<file path="src/rtl/gift_pkg.sv">
// gift_pkg: screen geometry shared with the renderer, gift FSM encodings,
// and the load-time position clamps.
package gift_pkg;

  localparam int LEFT = 16;
  localparam int TOP  = 16;
  localparam int MAXX = 608;
  localparam int MAXY = 448;
  localparam int PD_H = 8;

  localparam int FALL_STEP_DEF = 2;
  localparam int PAD_HW_DEF    = 32;

  localparam logic [1:0] GIFT_IDLE   = 2'd0;
  localparam logic [1:0] GIFT_FALL   = 2'd1;
  localparam logic [1:0] GIFT_RETIRE = 2'd2;

  typedef enum logic [1:0] {
    ST_IDLE   = GIFT_IDLE,
    ST_FALL   = GIFT_FALL,
    ST_RETIRE = GIFT_RETIRE
  } gift_state_e;

  typedef struct packed {
    logic [9:0] x;
    logic [9:0] y;
    logic [2:0] kind;
  } gift_req_t;

  // Keep the whole gift sprite inside the playfield horizontally.
  function automatic logic [9:0] clamp_x(input logic [9:0] sx);
    logic [10:0] lo;
    logic [10:0] hi;
    logic [10:0] v;
    lo = 11'(LEFT + PD_H);
    hi = 11'(LEFT + MAXX - PD_H);
    v  = {1'b0, sx};
    if (v < lo) v = lo;
    else if (v > hi) v = hi;
    return v[9:0];
  endfunction

  function automatic logic [9:0] clamp_y(input logic [9:0] sy);
    logic [10:0] lo;
    logic [10:0] v;
    lo = 11'(TOP + PD_H);
    v  = {1'b0, sy};
    if (v < lo) v = lo;
    return v[9:0];
  endfunction

endpackage

</file>
<file path="src/rtl/gift_lfsr.sv">
// gift_lfsr: free-running 16-bit Fibonacci LFSR (taps 16,14,13,11) supplying
// random gift kinds. Only compiled when GIFT_RANDOM_KIND_EN is defined.
`ifdef GIFT_RANDOM_KIND_EN
module gift_lfsr (
  input  logic       clk,
  input  logic       rst_n,
  output logic [2:0] rnd
);
  logic [15:0] sr;
  logic        fb;

  assign fb  = sr[15] ^ sr[13] ^ sr[12] ^ sr[10];
  assign rnd = sr[2:0];

  always_ff @(posedge clk or negedge rst_n) begin
    if (!rst_n) sr <= 16'hACE1;
    else        sr <= {sr[14:0], fb};
  end
endmodule
`endif

</file>
<file path="src/rtl/gift_ctrl.sv">
// gift_ctrl: owns the single falling power-up gift -- spawn, per-frame fall,
// paddle catch / floor miss. GIFT_RANDOM_KIND_EN selects LFSR-drawn kinds.
module gift_ctrl
  import gift_pkg::*;
#(
  parameter int FALL_STEP = FALL_STEP_DEF,
  parameter int PAD_HW    = PAD_HW_DEF
) (
  input  logic       clk,
  input  logic       rst_n,
  input  logic       frame_tick,
  input  logic       clear,
  input  logic       spawn,
  input  logic [9:0] spawn_x,
  input  logic [9:0] spawn_y,
  input  logic [2:0] spawn_kind,
  input  logic [9:0] paddle_x,
  input  logic [9:0] paddle_top,
  output logic [9:0] x,
  output logic [9:0] y,
  output logic [2:0] kind,
  output logic       active,
  output logic       caught,
  output logic [2:0] caught_kind,
  output logic       missed,
  output logic       spawn_drop
);
  // state  | meaning
  // IDLE   | no gift on screen; launches the pending request or a new spawn
  // FALL   | gift on screen, drops FALL_STEP rows per frame_tick
  // RETIRE | one-cycle gap after a catch or miss before the next launch

  localparam logic [10:0] STEP11  = 11'(FALL_STEP);
  localparam logic [10:0] PDH11   = 11'(PD_H);
  localparam logic [10:0] HW11    = 11'(PAD_HW);
  localparam logic [10:0] FLOOR11 = 11'(TOP + MAXY);

  gift_state_e state, state_nxt;
  logic        pend_valid;
  gift_req_t   pend, req, src;
  logic        do_load, from_pend, do_store, do_drop;
  logic        do_catch, do_miss, do_move;
  logic [10:0] x11, y11, ny11, px11, pt11;
  logic        hit, floor_hit;
  logic [2:0]  load_kind;

  assign req = {spawn_x, spawn_y, spawn_kind};
  assign src = from_pend ? pend : req;

`ifdef GIFT_RANDOM_KIND_EN
  logic [2:0] rnd;
  gift_lfsr u_lfsr (.clk(clk), .rst_n(rst_n), .rnd(rnd));
  // kind 0 would render as "no gift", so it is folded onto kind 1
  assign load_kind = (rnd == 3'b000) ? 3'b001 : rnd;
`else
  assign load_kind = src.kind;
`endif

  assign x11  = {1'b0, x};
  assign y11  = {1'b0, y};
  assign px11 = {1'b0, paddle_x};
  assign pt11 = {1'b0, paddle_top};
  assign ny11 = y11 + STEP11;

  assign hit = (ny11 + PDH11 >= pt11) && (y11 + PDH11 <= pt11) &&
               (x11 + PDH11 + HW11 > px11) && (x11 < px11 + HW11 + PDH11);
  assign floor_hit = (ny11 + PDH11 >= FLOOR11);

  always_ff @(posedge clk or negedge rst_n) begin
    if (!rst_n) state <= ST_IDLE;
    else        state <= state_nxt;
  end

  always_comb begin
    state_nxt = state;
    do_load   = 1'b0;
    from_pend = 1'b0;
    do_store  = 1'b0;
    do_drop   = 1'b0;
    do_catch  = 1'b0;
    do_miss   = 1'b0;
    do_move   = 1'b0;
    if (clear) begin
      state_nxt = ST_IDLE;
    end else begin
      case (state)
        ST_IDLE: begin
          if (pend_valid) begin
            do_load   = 1'b1;
            from_pend = 1'b1;
            do_store  = spawn;
            state_nxt = ST_FALL;
          end else if (spawn) begin
            do_load   = 1'b1;
            state_nxt = ST_FALL;
          end
        end
        ST_FALL: begin
          if (frame_tick) begin
            if (hit) begin
              do_catch  = 1'b1;
              state_nxt = ST_RETIRE;
            end else if (floor_hit) begin
              do_miss   = 1'b1;
              state_nxt = ST_RETIRE;
            end else begin
              do_move = 1'b1;
            end
          end
        end
        ST_RETIRE: state_nxt = ST_IDLE;
        default:   state_nxt = ST_IDLE;
      endcase
      // one-deep buffer while a gift is already in flight
      if (spawn && state != ST_IDLE) begin
        if (pend_valid) do_drop  = 1'b1;
        else            do_store = 1'b1;
      end
    end
  end

  always_ff @(posedge clk or negedge rst_n) begin
    if (!rst_n) begin
      pend_valid <= 1'b0;
      pend       <= '0;
    end else if (clear) begin
      pend_valid <= 1'b0;
    end else if (do_store) begin
      pend_valid <= 1'b1;
      pend       <= req;
    end else if (from_pend) begin
      pend_valid <= 1'b0;
    end
  end

  always_ff @(posedge clk or negedge rst_n) begin
    if (!rst_n) begin
      x           <= '0;
      y           <= '0;
      kind        <= '0;
      active      <= 1'b0;
      caught      <= 1'b0;
      caught_kind <= '0;
      missed      <= 1'b0;
      spawn_drop  <= 1'b0;
    end else begin
      caught     <= 1'b0;
      missed     <= 1'b0;
      spawn_drop <= do_drop;
      if (clear) begin
        active <= 1'b0;
      end else begin
        if (do_load) begin
          x      <= clamp_x(src.x);
          y      <= clamp_y(src.y);
          kind   <= load_kind;
          active <= 1'b1;
        end
        if (do_catch) begin
          caught      <= 1'b1;
          caught_kind <= kind;
          active      <= 1'b0;
        end
        if (do_miss) begin
          missed <= 1'b1;
          active <= 1'b0;
        end
        if (do_move) y <= ny11[9:0];
      end
    end
  end

endmodule

</file>
<file path="config.mk">
export PLATFORM = sky130hd
export DESIGN_NAME = gift_ctrl
export DESIGN_NICKNAME = d
export VERILOG_FILES = /design/src/rtl/gift_pkg.sv /design/src/rtl/gift_lfsr.sv /design/src/rtl/gift_ctrl.sv
export SDC_FILE = /design/constraint.sdc
export NUM_CORES = 1
export LEC_CHECK = 0
export BUFFER_PORTS_ARGS = -buffer_cell sky130_fd_sc_hd__buf_2
export CAP_MARGIN = 5
export CORE_AREA = 2 2 89 91
export DETAILED_ROUTE_END_ITERATION = 8
export DIE_AREA = 0 0 91 93
export PLACE_DENSITY = 0.79
export SYNTH_ARGS = -nofsm -noshare
export SYNTH_HDL_FRONTEND = slang
export SYNTH_SLANG_ARGS = --single-unit
</file>
<file path="constraint.sdc">
create_clock -name clk -period 4.38 [get_ports clk]
set_input_delay 0.657 -clock clk [delete_from_list [all_inputs] [get_ports clk]]
set_output_delay 0.657 -clock clk [all_outputs]
set_load 0.1 [all_outputs]
</file>
==> results of run 1 <==
==> metal layers <==
layer / GRT usage (%) / part of all wire, % / wire length [um] / up-vias
met5: 0 / 0 / 0 / -
met4: 4.67 / 1.0 / 95 / 0
met3: 3.87 / 4.3 / 403 / 9
met2: 37.0 / 47 / 4380 / 82
met1: 31.7 / 48 / 4470 / 1637
li1: - / - / - / 1693
==> layout make-up <==
class	count	area share, %
multi-input combinational	323	54.5
sequential	56	29.8
timing repair buffer	81	8.84
tap	102	2.71
inverter	28	2.24
clock buffer	5	1.46
clock inverter	3	0.452
==> placed cells by master (no fill, tap or decap), types with 3 or more instances in the layout <==
master,synthesis,layout
buf_2,5,77
dfrtp_1,56,56
ha_1,41,41
inv_1,28,28
mux2_2,26,26
nand2_1,25,25
nor2_1,23,23
mux2i_1,23,23
xnor2_1,21,21
o21ai_0,18,18
a21oi_1,16,16
nor3_1,13,13
nand3_1,9,9
o22ai_1,8,8
nand4_1,7,7
a211oi_1,6,6
xor2_1,6,6
nor3b_1,5,5
clkbuf_8,0,5
or3_1,4,4
a31oi_1,4,4
o21a_1,4,4
nand2b_1,4,4
a21o_1,4,4
o31a_1,4,4
buf_4,2,4
o31ai_1,3,3
o211ai_1,3,3
and2_1,3,3
and3_1,3,3
==> logic make-up (layout without fill, tap and decap cells) <==
family | Yosys count | in the layout
buffers and inverters | 44 | 117
xor gates and xnor gates | 27 | 27
and+or+nand+nor | 113 | 113
DFF | 56 | 56
adders and majority gates | 41 | 41
AOI/OAI and AO/OA | 92 | 92
muxes | 50 | 50
==> report_power, final <==
| part | leakage, uW | internal [uW] | switching, uW | total (uW) |
|---|---|---|---|---|
| sequential | 0.000688 | 740 | 261 | 1000 |
| clock | 0.0000445 | 114 | 173 | 287 |
| combinational | 0.00159 | 772 | 1620 | 2390 |
| total | 0.00233 | 1630 | 2060 | 3680 |
==> worst register-to-register path: cells and delay by family, from the launching register on <==
kind                       cells  cell delay (ns)
AOI/OAI and AO/OA              4             0.72
xor gates and xnor gates       1             0.15
muxes                          1             0.35
and+or+nand+nor                5             1.13
adders and majority gates      2             0.73
DFF                            1             0.58
==> how the worst max path moves through the flow <==
stage          from             end  cells past startpoint
2_1_floorplan  y[1]            y[9]                     14
3_5_place_dp   y[3]  caught_kind[0]                     13
4_1_cts        y[3]  caught_kind[2]                     13
6_report       y[3]  caught_kind[2]                     13
3_3_place_gp   y[3]  caught_kind[1]                     13
5_1_grt        y[3]            y[9]                     13
==> through the flow <==
stage	worst slack (ns)	area, um^2	total power, uW
after floorplan	0.403	4140	2920
after global placement	0.757	4610	3330
after detailed placement	0.661	4610	3400
after CTS	0.657	4700	3690
after global routing	0.232	4700	3940
final	0.621	4700	3680
==> sequential cells by signal, indices dropped and copies added (netlist names) <==
name / cells
active: 1
caught: 1
pend: 23
missed: 1
x: 10
pend_valid: 1
spawn_drop: 1
y: 10
kind: 3
caught_kind: 3
state: 2
==> summary.md, run 1 <==
| Metric | Value |
|---|---|
| Actual transition at the worst max-transition pin | about 1.1 ns |
| Setup repair after global routing missed its margin | false |
| CP Buf/Inv Count | 0 |
| Fin. max-slew vios | 0 |
| Die area | 0.00846 mm^2 |
| Vias/cell | approximately 5.7 |
| Deepest level of the CTS H-tree | 2 |
| Routed wirelength normalized by instance count | 15.6 um |
| Floorplan die width | slightly above 90 um |
| Final weighted congestion of routability-driven global placement | 0.867 |
| Hold buffer count at cts | 0 |
| Leading register cell type out of synthesis | dfrtp_1 |
| Final-layout worst hold slack | 0.452 ns |
| Inst Count DP | approximately 600 |
| Async S/R FF share, synth | 100% |
| Die outline height | a little over 90 um |
| Average instance area after synthesis | 9.79 um^2 |
| Maximum number of pins on one net before global-route repair | 57 |
| Net count after synthesis | 512 |
| Max Cap Violations | 0 |
| Worst r2r src | y[3] |
| Length of the first detailed-routing pass in iterations | 4 |
| Maximum root-to-sink buffer count | 2 |
| Arrival time reported for the critical path endpoint | between 3 and 4 ns |
| Clock Root Buffer | clkbuf_8 |
| Area of the multi-input gates | approximately 0.0026 mm^2 |
| Fraction of the yosys area taken by sequential cells | 33.8% |
| Post-synth EDFFs | 0 |
| Boundary Pins | a little under 80 |
| Number of global-route vias before repair | between 3000 and 4000 |
| Overall via count from detail_route | about 3400 |
| Cell type with the largest total area after synthesis | dfrtp_1 |
| Combinational family with the most area after synthesis | compound AO/OA/AOI/OAI gates |
| Share of the cycle needed by the critical path after routing | ~86% |
| Setup violators final | 0 |
| Highest clock rate | between 200 and 300 MHz |
| Num CTS Buffers | 5 |
| Area fraction in compound gates after synthesis | 16.2% |
| DRC violations left | 0 |
| Number of buffer cells added on primary ports | 77 |
| CP max FO | 13 |
| Standard cell core area | 0.00753 mm^2 |
| Worst IR Drop VDD | roughly 0.64 mV |
| Relative slew slack | between 20% and 30% |
| Top post-synthesis cells by count | 56 x dfrtp_1, 41 x ha_1, 28 x inv_1, 26 x mux2_2, 25 x nand2_1 |
| Worst setup EP type | register |
| Worst path most repeated cell | ha_1 |
| Post-CTS resize count | 0 |
| Critical Path Max Stage Delay | ~0.58 ns |
| Fraction of layout cells with a size suffix above 1 | 26.4% |
| Non-filler cells, final | 598 |
| Share of synthesized cell area in full adder, half adder and majority cells | 12.4% |
| Total setup buffers inserted after CTS | 0 |
| Routed wire length | ~9300 um |
| Clock insertion delay at the later pin of the skew report | between 0.3 and 0.4 ns |
| Status | finished clean |
| Final setup TNS | 0 ns |
| Startpoint types | register |
| Leading post-synthesis cells by cell area | dfrtp_1 34%, ha_1 12%, mux2_2 7.1% |
| All-layer global routing usage | 22.6% |
| Share of Yosys cell area claimed by the top area cell type | 33.8% |
| Static leakage | about 0.0023 uW |
| Crit path cell chain | ha_1 > a21oi_1 > or2_4 > nor3_2 > xnor2_1 > ha_1 > nand4_1 > or3_1 > a31oi_1 > o21a_1 > o311ai_4 > nor2_4 > mux2_2 |
| Count of state elements after synthesis | 56 |
| Yosys Warn Count | 0 |
| Clock edge transition at the registers on the reported setup and hold paths | 0.11 ns |
| Area fraction in and, or, nand and nor cells after synthesis | between 10% and 20% |
| Post-layout util | a little over three fifths |
| Class of the tightest hold or removal check | input pin to async pin |
| Register area | between 0.001 and 0.0015 mm^2 |
| Critical Path Slowest Stage Cell | dfrtp_1 |
| Clock sinks | 56 |
| Synth Area in XOR/XNOR | approximately 5.7% |
| Number of instances in the synthesized netlist | roughly 420 |
| Starting utilization of the core area | between 50 and 60% |
| Clock tree from TritonCTS | yes |
| Shortest clock period the worst path allows after layout | about 3.8 ns |
| Category of the critical setup timing path | register to register |
| Number of antenna cells inserted | 0 |
| Worst reg2reg endpoint | caught_kind[2] |
| Final #Nets | between 500 and 600 |
| Unique cell type count in the Yosys netlist | 66 |
| Worst-case reg-to-reg path depth | 13 |
| Most frequent cell after synthesis | dfrtp_1 |
| Post-route antenna net violation count | 0 |
| First-pass GRT wire length | around 16000 um |
| Worst path top cell family by delay | simple AND/OR/NAND/NOR gates |
| Power density over cell area | between 700 and 800 mW/mm^2 |
| Setup slack of the most critical reg-to-reg path | roughly 0.62 ns |
| Initial antenna violation count | 0 |
| Largest clock skew in the final design | between 0.01 and 0.015 ns |
| Count of standard-cell rows | 32 |
| Filler Cells Inserted | between 600 and 700 |
| Starting DRC count in detailed routing | ~180 |
| Summed instance area of the synthesized netlist | 0.00414 mm^2 |
| Final global-route overflow total | 0 |
| Post-detail-place hpwl | ~7600 um |
| Total count of hold-check failures in the final report | 0 |
| Proportion of synthesized area in mux cells | between 10% and 20% |
| Required time reported for the critical path endpoint | approximately 4.6 ns |
| Area overhead of the layout relative to synthesis | 13.5% |
No activity file was read; power rests on OpenSTA's default activity.
==> run 2, diff against run 1 <==
- ABC_AREA: not set -> 1
- CORE_AREA: 2 2 89 91 -> 2 2 91 93
- DIE_AREA: 0 0 91 93 -> 0 0 93 95
- PLACE_DENSITY: 0.79 -> 0.78
- clock period: 4.38 -> 4 ns (I/O delays scaled with it)
==> summary.md, run 2 <==
| Metric | Value |
|---|---|
| Arrival time reported for the critical path endpoint | 3.75 ns |
| Share of synthesized cell area in full adder, half adder and majority cells | about an eighth |
| Final setup TNS | 0 ns |
| Worst path most repeated cell | nand2_1 |
| Share of Yosys cell area claimed by the top area cell type | about a third |
| Total count of hold-check failures in the final report | 0 |
| Clock insertion delay at the later pin of the skew report | ~0.3 ns |
| Fin. max-slew vios | 0 |
| CP max FO | 12 |
| Worst setup EP type | register |
| Fin area | 0.00488 mm^2 |
| Relative slew slack | between 40% and 50% |
| Total setup buffers inserted after CTS | 0 |
| Initial antenna violation count | 0 |
| Hold buffer count at cts | 0 |
| Final #Nets | 782 |
| Number of global-route vias before repair | 3921 |
| Leading post-synthesis cells by cell area | dfrtp_1 32%, nand2_1 16%, ha_1 12% |
| Placed instance area | about 0.0048 mm^2 |
| Category of the critical setup timing path | register to register |
| Length of the first detailed-routing pass in iterations | 4 |
| Combinational family with the most area after synthesis | simple AND/OR/NAND/NOR gates |
| Sum of met2 wire segment lengths after detailed routing | 4810 um |
| Area overhead of the layout relative to synthesis | 13.0% |
| Filler Cells Inserted | roughly 750 |
| Static leakage | between 0.002 and 0.003 uW |
| Area fraction in compound gates after synthesis | 12.1% |
| Vias/cell | around 5.0 |
| Clock tree from TritonCTS | yes |
| Final Total Pwr | roughly 4000 uW |
| Class of the tightest hold or removal check | input pin to async pin |
| Die outline height | around 95 um |
| Max reg flops | 23 |
| Count of standard-cell rows | 33 |
| Most frequent cells in the layout | 180 x nand2_1, 111 x inv_1, 77 x buf_2 |
| Leading register cell type out of synthesis | dfrtp_1 |
| Starting DRC count in detailed routing | between 200 and 300 |
| Final weighted congestion of routability-driven global placement | 0.884 |
| Shortest clock period the worst path allows after layout | roughly 3.6 ns |
| Final global-route overflow total | 0 |
| Largest clock skew in the final design | approximately 0.0023 ns |
| CP Buf/Inv Count | 4 |
| Top post-synthesis cells by count | 180 x nand2_1, 111 x inv_1, 59 x o21ai_0, 56 x dfrtp_1, 41 x ha_1 |
| Maximum number of pins on one net before global-route repair | 57 |
| Required time reported for the critical path endpoint | roughly 4.2 ns |
| Num CTS Buffers | 5 |
| Average instance area after synthesis | ~7 um^2 |
| Post-route antenna net violation count | 0 |
| Async S/R FF share, synth | between 90% and 100% |
| Largest regs | pend (23), x (10), y (10) |
| Post-layout util | between 60% and 70% |
| Die area | 0.00884 mm^2 |
| Fraction of the yosys area taken by sequential cells | between 30 and 40% |
| Routed wirelength normalized by instance count | around 13 um |
| Setup violators final | 0 |
| DRC violations left | 0 |
| Clock sinks | 56 |
| Overall via count from detail_route | 4023 |
| Register with the most flip-flops | pend |
| Most frequent cell after synthesis | nand2_1 |
| Routed wire length on met3 | around 320 um |
| Setup repair after global routing missed its margin | false |
| Yosys Warn Count | 0 |
| Clock Root Buffer | clkbuf_8 |
| Floorplan die width | a little over 90 um |
| Area fraction in and, or, nand and nor cells after synthesis | ~28% |
| Number of buffer cells added on primary ports | 77 |
| Most common library cell in the layout ignoring fill and taps | nand2_1 |
| Synth Area in XOR/XNOR | between 3 and 4% |
| Post-detail-place hpwl | 7980 um |
| Clock edge transition at the registers on the reported setup and hold paths | 0.09 ns |
| Power density over cell area | slightly above 800 mW/mm^2 |
| Maximum root-to-sink buffer count | 2 |
| Area of the multi-input gates | 0.00241 mm^2 |
| Status | finished clean |
| Register area | between 0.001 and 0.0015 mm^2 |
| First-pass GRT wire length | 17300 um |
| Critical Path Slowest Stage Cell | dfrtp_1 |
| Share of the cycle needed by the critical path after routing | 88.9% |
| Unique cell type count in the Yosys netlist | 35 |
| Worst path top cell family by delay | simple AND/OR/NAND/NOR gates |
| Count of state elements after synthesis | 56 |
| Number of antenna cells inserted | 0 |
| Max Cap Violations | 0 |
| Cell type with the largest total area after synthesis | dfrtp_1 |
| Uppermost metal layer occupied by signal nets | met4 |
| Summed instance area of the synthesized netlist | between 0.004 and 0.005 mm^2 |
| Routed wire length | roughly 10000 um |
| Startpoint types | register |
| Critical Path Max Stage Delay | around 0.5 ns |
| Post-CTS resize count | 0 |
| Deepest level of the CTS H-tree | 2 |
| Post-synth EDFFs | 0 |
| Actual transition at the worst max-transition pin | around 0.84 ns |
| Boundary Pins | 78 |
| All-layer global routing usage | 23.8% |
| Proportion of synthesized area in mux cells | less than 1% |
| Number of instances in the synthesized netlist | 619 |
| Net count after synthesis | between 700 and 800 |
| WL met1 | approximately 4700 um |
| Fraction of layout cells with a size suffix above 1 | roughly 16% |
| Worst IR Drop VDD | ~0.5 mV |
| Highest clock rate | around 280 MHz |
| Standard cell core area | between 0.007 and 0.008 mm^2 |
| Starting utilization of the core area | roughly 54% |
-- run 2: cell types whose count changed after synthesis, sizes merged, moves of 8 or more --
cell / delta
a21oi: +12
mux2i: -23
nor2: +13
inv: +87
o21ai: +40
nand2: +156
nand3: +18
xor2: +9
mux2: -26
nand4: +10
nor3: -8
xnor2: -20
-- run 2: power by group --
part	internal [uW]	switching (uW)	leakage (uW)
clock network	120	168	0.0000410
logic	680	1920	0.00214
registers	805	238	0.000700
-- run 2: worst paths after layout --
| kind | startpoint | end | slack (ns) | cells past startpoint |
|---|---|---|---|---|
| setup / recovery | y[3] | y[8] | 0.44 | 27 |
| hold / removal | rst_n | y[0] | 0.42 | 2 |
| setup reg to reg | y[3] | y[8] | 0.44 | 27 |
| hold reg to reg | pend[11] | pend[11] | 0.49 | 2 |
| max in group asynchronous | rst_n | state[0] | 3.12 | 2 |
| min in group clk | pend[11] | pend[11] | 0.49 | 2 |
-- run 2: cell families after synthesis --
group	after synthesis
and+or+nand+nor	277
buffers and inverters	130
AOI/OAI and AO/OA	98
DFF	56
adders and majority gates	41
xor gates and xnor gates	16
muxes	1
-- run 2: through the flow --
stage	instances	hold WS (ns)	setup slack (ns)
final	798	0.424	0.442
after global routing	798	0.471	0.0765
after CTS	798	0.450	0.485
after global placement	791	0.461	0.682
after detailed placement	791	0.468	0.506
after floorplan	619	0.304	0.368
-- run 2: metal layers --
metal	vias up	global-route usage [%]
met2	81	40.4
met5	-	0
met1	1829	32.6
met3	10	3.11
met4	0	5.27
li1	2103	-
-- run 2: layout make-up --
| class | count | area share (%) |
|---|---|---|
| Multi-Input combinational cell | 433 | 49.4 |
| Sequential cell | 56 | 28.7 |
| Inverter | 115 | 8.95 |
| Timing Repair Buffer | 82 | 8.67 |
| Tap cell | 105 | 2.69 |
| Clock buffer | 6 | 1.49 |
| Clock inverter | 1 | 0.103 |
-- run 2: worst reg2reg max path, stage by stage (launching register included) --
cell and delay (ns):
dfrtp_1 0.51, ha_1 0.28, nand2_1 0.12, inv_1 0.10, nand2_1 0.06, nand2_1 0.09, nand2_1 0.08, nor2_2 0.15
nand2_1 0.07, nand2_1 0.08, inv_1 0.05, ha_1 0.29, nand2_1 0.11, inv_1 0.05, a21oi_1 0.16, nand2_1 0.07
nand2_1 0.05, nand3_1 0.06, nand2_1 0.05, nand2_1 0.05, nor2_1 0.17, nor2_4 0.05, nand2_2 0.21, nand3_4 0.21
nand2_8 0.18, inv_6 0.06, nand2_1 0.06, nand2_1 0.05
